==> config.mk <==
export PLATFORM = sky130hd
export DESIGN_NAME = line_refill_ctrl
export DESIGN_NICKNAME = d
export VERILOG_FILES = /design/src/rtl/cache_pkg.sv /design/src/rtl/lru_victim_sel.sv /design/src/rtl/line_refill_ctrl.sv
export SDC_FILE = /design/constraint.sdc
export NUM_CORES = 1
export LEC_CHECK = 0
export BUFFER_PORTS_ARGS = -buffer_cell sky130_fd_sc_hd__buf_2
export CORE_MARGIN = 4
export CORE_UTILIZATION = 46
export DETAILED_ROUTE_END_ITERATION = 12
export HOLD_SLACK_MARGIN = 0.06
export PLACE_DENSITY = 0.73
export SETUP_SLACK_MARGIN = 0.2
export SLEW_MARGIN = 20
export SYNTH_ARGS = -nofsm -noshare
export SYNTH_HDL_FRONTEND = slang
export SYNTH_SLANG_ARGS = --single-unit
==> constraint.sdc <==
create_clock -name clk -period 8.3 [get_ports clk]
set_clock_uncertainty 0.15 [all_clocks]
set_input_delay 0.83 -clock clk [delete_from_list [all_inputs] [get_ports clk]]
set_output_delay 0.83 -clock clk [all_outputs]
set_load 0.05 [all_outputs]
==> src/rtl/cache_pkg.sv <==
// Shared encodings for the cache line refill path: FSM states, AHB constants
// and the layout of a tag-table word {tag[11:0], lru_cnt[1:0], valid}.
package cache_pkg;

    typedef enum logic [1:0] {StIdle, StAddr, StBurst, StWrite} state_e;

    localparam logic [1:0] HTRANS_IDLE   = 2'b00;
    localparam logic [1:0] HTRANS_NONSEQ = 2'b10;
    localparam logic [1:0] HTRANS_SEQ    = 2'b11;
    localparam logic [2:0] HBURST_INCR4  = 3'b011;
    localparam logic [2:0] HSIZE_WORD    = 3'b010;
    localparam logic [1:0] HRESP_OKAY    = 2'b00;

    localparam int unsigned TagMsb   = 14;
    localparam int unsigned TagLsb   = 3;
    localparam int unsigned LruMsb   = 2;
    localparam int unsigned LruLsb   = 1;
    localparam int unsigned ValidBit = 0;

    function automatic logic [14:0] make_tag_word(input logic [11:0] tag,
                                                  input logic [1:0]  lru,
                                                  input logic        valid);
        return {tag, lru, valid};
    endfunction

endpackage

==> src/rtl/lru_victim_sel.sv <==
// Picks the refill victim of a 4-way set and produces the updated tag words
// (victim gets the new tag, younger ways age by one).
module lru_victim_sel
    import cache_pkg::*;
(
    input  logic [3:0][14:0] ways_i,
    input  logic [11:0]      tag_i,
    output logic [3:0]       victim_oh_o,
    output logic [3:0][14:0] ways_o
);

    logic       any_inv;
    logic [1:0] inv_idx;
    logic [1:0] lru_idx;
    logic [1:0] vidx;
    logic [1:0] old_cnt;
    logic [1:0] cnt;

    always_comb begin
        any_inv = 1'b0;
        inv_idx = 2'd0;
        lru_idx = 2'd0;
        cnt     = 2'd0;
        // Descending scan so the lowest-numbered match wins.
        for (int i = 3; i >= 0; i--) begin
            if (!ways_i[i][ValidBit]) begin
                any_inv = 1'b1;
                inv_idx = i[1:0];
            end
            if (ways_i[i][LruMsb:LruLsb] == 2'd3) begin
                lru_idx = i[1:0];
            end
        end
        vidx        = any_inv ? inv_idx : lru_idx;
        old_cnt     = ways_i[vidx][LruMsb:LruLsb];
        victim_oh_o = 4'b0001 << vidx;

        for (int i = 0; i < 4; i++) begin
            cnt       = ways_i[i][LruMsb:LruLsb];
            ways_o[i] = ways_i[i];
            if (i[1:0] == vidx) begin
                ways_o[i] = make_tag_word(tag_i, 2'b00, 1'b1);
            end else if (cnt < old_cnt && cnt != 2'd3) begin
                ways_o[i][LruMsb:LruLsb] = cnt + 2'd1;
            end
        end
    end

endmodule

==> src/rtl/line_refill_ctrl.sv <==
// Cache line refill controller: fetches a 16-byte line with one AHB INCR4 read
// and writes it, plus the updated LRU/tag words, into the chosen victim way.
module line_refill_ctrl
    import cache_pkg::*;
(
    input  logic         clk,
    input  logic         reset,
    input  logic         miss,
    input  logic [17:0]  miss_addr,
    input  logic [14:0]  way0_tag,
    input  logic [14:0]  way1_tag,
    input  logic [14:0]  way2_tag,
    input  logic [14:0]  way3_tag,
    output logic [1:0]   m_htrans,
    output logic [19:0]  m_haddr,
    output logic [2:0]   m_hburst,
    output logic [2:0]   m_hsize,
    output logic         m_hwrite,
    input  logic [31:0]  m_hrdata,
    input  logic         m_hready,
    input  logic [1:0]   m_hresp,
    output logic         tag_wr_en,
    output logic [3:0]   tag_wr_index,
    output logic [14:0]  tag_wr_data0,
    output logic [14:0]  tag_wr_data1,
    output logic [14:0]  tag_wr_data2,
    output logic [14:0]  tag_wr_data3,
    output logic [3:0]   data_wr_en,
    output logic [3:0]   data_wr_index,
    output logic [127:0] data_wr_data,
    output logic [31:0]  refill_rdata,
    output logic         refill_done,
    output logic         refill_err,
    output logic         busy
);

    state_e           state_q;
    logic [17:0]      addr_q;
    logic [3:0][14:0] tags_q;
    logic [127:0]     line_q;
    logic [1:0]       beat_q;
    logic [1:0]       htrans_q;
    logic [19:0]      haddr_q;
    logic             tag_wr_en_q;
    logic [3:0][14:0] tag_wr_data_q;
    logic [3:0]       data_wr_en_q;
    logic [31:0]      rdata_q;
    logic             done_q;
    logic             err_q;

    logic [3:0]       victim_oh;
    logic [3:0][14:0] new_ways;

    lru_victim_sel u_lru_victim_sel (
        .ways_i      (tags_q),
        .tag_i       (addr_q[17:6]),
        .victim_oh_o (victim_oh),
        .ways_o      (new_ways)
    );

    // beat_q is the beat in data phase; the address phase runs one beat ahead.
    always_ff @(posedge clk) begin
        if (reset) begin
            state_q       <= StIdle;
            addr_q        <= '0;
            tags_q        <= '0;
            line_q        <= '0;
            beat_q        <= '0;
            htrans_q      <= HTRANS_IDLE;
            haddr_q       <= '0;
            tag_wr_en_q   <= 1'b0;
            tag_wr_data_q <= '0;
            data_wr_en_q  <= '0;
            rdata_q       <= '0;
            done_q        <= 1'b0;
            err_q         <= 1'b0;
        end else begin
            tag_wr_en_q  <= 1'b0;
            data_wr_en_q <= '0;
            done_q       <= 1'b0;
            err_q        <= 1'b0;
            unique case (state_q)
                StIdle: begin
                    if (miss) begin
                        addr_q   <= miss_addr;
                        tags_q   <= {way3_tag, way2_tag, way1_tag, way0_tag};
                        beat_q   <= 2'd0;
                        htrans_q <= HTRANS_NONSEQ;
                        haddr_q  <= {miss_addr[17:2], 4'h0};
                        state_q  <= StAddr;
                    end
                end
                StAddr: begin
                    if (m_hready) begin
                        htrans_q <= HTRANS_SEQ;
                        haddr_q  <= {addr_q[17:2], 4'h4};
                        state_q  <= StBurst;
                    end
                end
                StBurst: begin
                    if (m_hresp != HRESP_OKAY) begin
                        // First error cycle cancels the pending address; second ends the fill.
                        htrans_q <= HTRANS_IDLE;
                        if (m_hready) begin
                            err_q   <= 1'b1;
                            state_q <= StIdle;
                        end
                    end else if (m_hready) begin
                        for (int k = 0; k < 4; k++) begin
                            if (beat_q == k[1:0]) begin
                                line_q[127-32*k -: 32] <= m_hrdata;
                            end
                        end
                        if (beat_q == addr_q[1:0]) begin
                            rdata_q <= m_hrdata;
                        end
                        if (beat_q == 2'd3) begin
                            tag_wr_en_q   <= 1'b1;
                            tag_wr_data_q <= new_ways;
                            data_wr_en_q  <= victim_oh;
                            done_q        <= 1'b1;
                            state_q       <= StWrite;
                        end else begin
                            beat_q <= beat_q + 2'd1;
                            if (beat_q == 2'd2) begin
                                htrans_q <= HTRANS_IDLE;
                            end else begin
                                htrans_q <= HTRANS_SEQ;
                                haddr_q  <= {addr_q[17:2], beat_q + 2'd2, 2'b00};
                            end
                        end
                    end
                end
                StWrite: begin
                    state_q <= StIdle;
                end
                default: state_q <= StIdle;
            endcase
        end
    end

    assign m_htrans      = htrans_q;
    assign m_haddr       = haddr_q;
    assign m_hburst      = HBURST_INCR4;
    assign m_hsize       = HSIZE_WORD;
    assign m_hwrite      = 1'b0;
    assign tag_wr_en     = tag_wr_en_q;
    assign tag_wr_index  = addr_q[5:2];
    assign tag_wr_data0  = tag_wr_data_q[0];
    assign tag_wr_data1  = tag_wr_data_q[1];
    assign tag_wr_data2  = tag_wr_data_q[2];
    assign tag_wr_data3  = tag_wr_data_q[3];
    assign data_wr_en    = data_wr_en_q;
    assign data_wr_index = addr_q[5:2];
    assign data_wr_data  = line_q;
    assign refill_rdata  = rdata_q;
    assign refill_done   = done_q;
    assign refill_err    = err_q;
    assign busy          = (state_q != StIdle);

endmodule

; ---- Word level (Yosys, flattened, before mapping)
; Index checks and enable logic that the tools add are counted.
[word_totals]
register_bits = 330
elab_cells = 147
[classes]
addsub = 6
eq_ne = 27
magnitude_cmp = 5
reduce_logical = 24
bitwise = 4
mux = 59
shifts = 1
[op_table]
columns = cell, n
row1 = $mux 20, 6
row2 = $mux 2, 33
row3 = $pmux 20 s3, 1
row4 = $mux 12, 4
row5 = $bmux 15 s2, 1
row6 = $reduce_and 4->1, 6
row7 = $ne 2x2->1 const B, 10
row8 = $eq 2x2->1 const B, 8
row9 = $add 2x1->2 const B, 5
row10 = $mux 1, 10
row11 = $reduce_and 5->1, 2
row12 = $ne 3x3->1 const B, 3
row13 = $lt 2x2->1, 4
row14 = $pmux 2 s4, 1
row15 = $reduce_and 7->1, 1
row16 = $logic_not 2->1, 3
row17 = $pmux 2 s3, 1
row18 = $reduce_bool 2->1, 3
row19 = $reduce_or 5->1, 1
row20 = $eq 2x1->1 const B, 2
row21 = $eq 2x2->1 const A, 2
row22 = $logic_and 1x1->1, 4
row23 = $not 1->1, 4
row24 = $pmux 2 s2, 1
row25 = 10 further kinds, 10

; ---- Depth between registers and ports, before layout
[logic_depth]
word_depth = 12
depth_mapped = 11
ltp_nobuf = 10

; ---- Cells and area by module
; Synthesis repeated with hierarchy kept, for this count alone.
[unflattened]
hier_cells = 1696
area_unflattened_um2 = 13429.1
[by_module_without_submodules]
columns = module, area_each_um2, instances, cells_per_inst, seq_area_each_um2
row1 = line_refill_ctrl, 12109.1, 1, 1502, 6566.3
row2 = lru_victim_sel, 1320.0, 1, 194, 0.0

; ---- Least setup slack after synthesis
; Ideal clock, no wire load.
[synth_timing]
kind = register to register
from = reg tags_q[32] (netlist bit)
to = reg tag_wr_data_q (netlist bit tag_wr_data2[1])
path_stages_with_launch = 10
path_slack_ns = 5.443
synth_period_minus_slack_ns = 2.857
t_arrival_ns = 2.590
path_buffers = 1
cell_sequence = dfxtp_1 ha_1 nand2b_1 a211o_1 and2_1 buf_6 a211oi_2 a2111oi_4 or3_1 a32o_1
[synth_between]
elab_chain_len = 11
[synth_lines]
columns = element, line_no
row1 = from (decl), line_refill_ctrl.sv:39  ; logic [3:0][14:0] tags_q;
row2 = from (signal assigned), line_refill_ctrl.sv:86  ; tags_q <= {way3_tag, way2_tag, way1_tag, way0_tag};
row3 = $eq 2x2->1, lru_victim_sel.sv:30  ; if (ways_i[i][LruMsb:LruLsb] == 2'd3) begin
row4 = $mux 2 (3 in a row), lru_victim_sel.sv:30
row5 = $mux 2, lru_victim_sel.sv:34  ; vidx = any_inv ? inv_idx : lru_idx;
row6 = $bmux 15 s2, lru_victim_sel.sv:35  ; old_cnt = ways_i[vidx][LruMsb:LruLsb];
row7 = $mux 3 (implied by the code), lru_victim_sel.sv:35
row8 = $lt 2x2->1, lru_victim_sel.sv:43  ; end else if (cnt < old_cnt && cnt != 2'd3) begin
row9 = $logic_and 1x1->1, lru_victim_sel.sv:43
row10 = $mux 2, lru_victim_sel.sv:43
row11 = $mux 2 (*), lru_victim_sel.sv:41  ; if (i[1:0] == vidx) begin
row12 = to (signal assigned), line_refill_ctrl.sv:119  ; tag_wr_data_q <= new_ways;
row13 = to (decl), line_refill_ctrl.sv:45  ; logic [3:0][14:0] tag_wr_data_q;
; Every way passes the cells marked *; elsewhere a longest branch is shown, timed or not. The select of a mux whose other input is x is not followed.
; A chain may end at the register's enable or synchronous reset.

; ---- Worst setup path in the final report
[layout_timing]
from = reg state_q[0]
to = reg tag_wr_data_q (netlist bit tag_wr_data2[1])
[layout_between]
elab_chain_len = 2
[layout_lines]
columns = element, line_no
row1 = from (decl), line_refill_ctrl.sv:37  ; state_e state_q;
row2 = from (signal assigned), line_refill_ctrl.sv:64  ; state_q <= StIdle;
row3 = from (signal assigned), line_refill_ctrl.sv:90  ; state_q <= StAddr;
row4 = from (signal assigned), line_refill_ctrl.sv:97  ; state_q <= StBurst;
row5 = $eq 2x2->1, line_refill_ctrl.sv:82  ; unique case (state_q)
row6 = $reduce_and 4->1 (no source line), -
; Every way passes these cells.

==> impl_metrics.csv <==
group,metric,value,unit
die,core,27000,um2
die,dieArea,30100,um2
timing,finalCriticalPeriod,4060,ps
logic_synthesis,synth.top_cell.area_share,52.1,%
layout,fin_area,15600,um2
detailed_routing,drcViolationCount,0,
die,row_count,60,
detailed_routing,final_antenna_net_count,0,
clock_tree,cts_tree,"yes",
worst_setup_path,cpPeakStageDelay,830,ps
worst_hold_path,min_path_type,"reg -> reg",
logic_synthesis,synth-async-reset-ratio,0,%
worst_setup_path,start_kind,"flop",
pwr,p_leak,0.00673,uW
logic_synthesis,synth_largest_area_cell,"dfxtp_1",
timing,finalSetupViolations,0,
pwr,pwr_density_cell,258,nW/um2
layout,mostFrequentLayoutCell,"nand2_1",
die,io_pins,381,
worst_setup_path,regToRegSetupSlack,4240,ps
job,cap_violations,0,
detailed_routing,firstDrtPassIters,5,
clock_tree,cts_num_sinks,328,
layout,drive_gt1_share,24.7,%
timing,max_freq,246,MHz
global_routing,antenna_found_initial,2,
logic_synthesis,synthFlopType,"dfxtp_1",
logic_synthesis,yosysWarningCount,0,
worst_hold_path,holdPathStages,2,
detailed_routing,num_vias,11900,
worst_setup_path,cp.required,8540,ps
clock_tree,clk_latency,500,ps
logic_synthesis,ys_seq_area_share,52.1,%
timing,grt_setup_unrepaired,"false",
clock_tree,postCtsSetupRepairBufs,0,
global_routing,grt_pass1_wl,61100,um
placement,gp_congestion,0.930,
status,outcome,"complete, no violations",
pwr,ir_drop,0.168,mV
worst_setup_path,reg2reg_depth,8,
clock_tree,cts_root_buffer,"clkbuf_16",
timing,holdWs,299,ps
worst_setup_path,critPathBufInv,2,
detailed_routing,post_drt_wl_per_cell,17.8,um
logic_synthesis,synth.distinct_cells,45,
timing,final-max-slew-violation-count,0,
worst_setup_path,slowest_stage,"buf_4",
clock_tree,cts_buffers,36,
worst_hold_path,hold_end,"data_wr_data[50]",
logic_synthesis,synthesis.area,12600,um2
layout,finalCoreUtilization,58.0,%
logic_synthesis,synthTopCellsByArea,"dfxtp_1 (52%), nand2_1 (14%), a21oi_1 (8.6%)",
layout,fin_cells,2200,
clock_tree,ctsHoldBuffers,0,
global_routing,grt_max_degree,145,
global_routing,grt_pass1_vias,11200,
die,die-width,173,um
die,die_h,173,um
worst_setup_path,r2r-end,"tag_wr_data2[1]",
logic_synthesis,synth_enable_flop_cells,0,
detailed_routing,routed_wl,39100,um
worst_setup_path,worstSetupPathType,"reg -> reg",
placement,hpwlAfterDp,26700,um
worst_setup_path,r2r_start,"state_q[0]",
logic_synthesis,syn_inst,1531,
placement,place_area,14500,um2
layout,final_nets,1962,
logic_synthesis,ys_ff_latch,328,
clock_tree,clock_path_buffers,3,
placement,placed_cells,2136,
worst_hold_path,holdCritStartpoint,"data_wr_data[50]",
global_routing,grt-ovfl-total,0,
detailed_routing,viasPerCell,5.39,
layout,areaGrowthSynthToFinish,24.0,%
layout,final_cell_mix,"nand2_1 (460), buf_2 (370), dfxtp_1 (328)",
timing,finalSetupTns,0,ps
worst_setup_path,crit_arrival,4300,ps
detailed_routing,first_iter_violations,1054,
worst_setup_path,worstPathMaxFanout,100,
die,initial_core_util,46.7,%
worst_setup_path,cpLargestDelayFamily,"simple AND/OR/NAND/NOR gates",
worst_setup_path,end_kind,"flop",
clock_tree,clk_pin_slew,60,ps
clock_tree,cts-resized-gates,0,
placement,io_buffers,371,
timing,worst_pin_slew,1120,ps
layout,num_antenna_cells,0,
worst_setup_path,crit_cells,8,
timing,relSlewSlack,25.5,%
logic_synthesis,syn_avg_cell_area,8.23,um2
timing,final-hold-violation-count,0,
timing,fin_crit_sh,48.9,%
clock_tree,cts-htree-levels,2,
global_routing,grtUsageTotal,24.6,%
worst_setup_path,worstPathCellList,"inv_1, ha_1, nand2_1, nor3_1, and2_4, buf_4, nor2_1, a32o_1",
[worst register-to-register path, stage by stage (launching register included)]
cell and delay (ps):
dfxtp_1 350, inv_1 120, ha_1 410, nand2_1 120, nor3_1 680, and2_4 560, buf_4 830, nor2_1 430
a32o_1 310
[Yosys cell counts, drive strengths merged, types with 2 or more instances]
cell / n
mux2i: 56
nand3: 33
and3: 3
xnor2: 2
o21ai: 6
a311oi: 24
buf: 29
ha: 13
or3: 4
nand2b: 5
o2111ai: 2
nor3: 15
and2: 8
or2: 3
o31ai: 3
nand2: 461
inv: 15
a21oi: 216
conb: 2
a2111oi: 4
nor2: 121
a211oi: 42
a22oi: 17
dfxtp: 328
clkbuf: 100
o211ai: 4
nand3b: 3
a32o: 2
[logic make-up (layout without fill, tap and decap cells)]
| kind of cell | after synthesis | after routing | share of synthesized area [%] |
|---|---|---|---|
| other | 2 | 9 | 0.0596 |
| XOR/XNOR | 2 | 2 | 0.139 |
| AND/OR/NAND/NOR | 657 | 657 | 20.6 |
| adder cells (fa/ha/maj) | 13 | 13 | 1.29 |
| buffers and inverters | 145 | 466 | 4.94 |
| AO/OA/AOI/OAI | 327 | 327 | 16.2 |
| multiplexers | 57 | 57 | 4.63 |
| flip-flops | 328 | 328 | 52.1 |
[per-stage QoR]
stage | setup WS (ps) | power, uW
after CTS | 4320 | 4060
after detailed placement | 4270 | 2530
after global routing | 3890 | 4200
final | 4240 | 4030
after floorplan | 5440 | 2330
after global placement | 4380 | 2510
[worst max-delay path by stage]
stage | from | end | slack, ps
after floorplan | tags_q[32] | tag_wr_data2[1] | 5440
after global placement | m_hready | tag_wr_data2[1] | 4380
after detailed placement | m_hready | tag_wr_data2[1] | 4270
after CTS | state_q[0] | tag_wr_data2[1] | 4320
after global routing | state_q[0] | tag_wr_data2[1] | 3890
final | state_q[0] | tag_wr_data2[1] | 4240
[final cells by class]
type / count / area (um2)
multi-input cells: 1065 / 5450
flip-flops and latches: 328 / 6570
fillers: 2445 / 11300
inverters: 16 / 60.1
repair buffers: 386 / 1980
clock inverters: 8 / 53.8
well taps: 341 / 427
clock buffers: 56 / 1090
[sequential cells by signal, indices dropped and copies added (netlist names)]
register      count
data_wr_en        4
tag_wr_data0     15
tag_wr_data1     15
refill_done       1
data_wr_data    128
tag_wr_data2     15
tag_wr_data3     15
m_haddr          18
m_htrans          2
state_q           2
refill_err        1
beat_q            2
refill_rdata     32
tags_q           60
addr_q           18
[routing by layer]
layer | track usage [%] | part of all wire (%) | vias up
met1 | 31.8 | 41 | 5578
met4 | 9.48 | 3.8 | 4
met3 | 4.99 | 7.2 | 95
li1 | - | - | 5701
met5 | 0 | 0.064 | -
met2 | 40.7 | 48 | 474
[power breakdown]
group,internal [uW],switching [uW],total [uW]
combinational,202,537,739
clock,904,626,1530
sequential,1670,88.0,1760
total,2780,1250,4030
No activity file was read; power rests on OpenSTA's default activity.
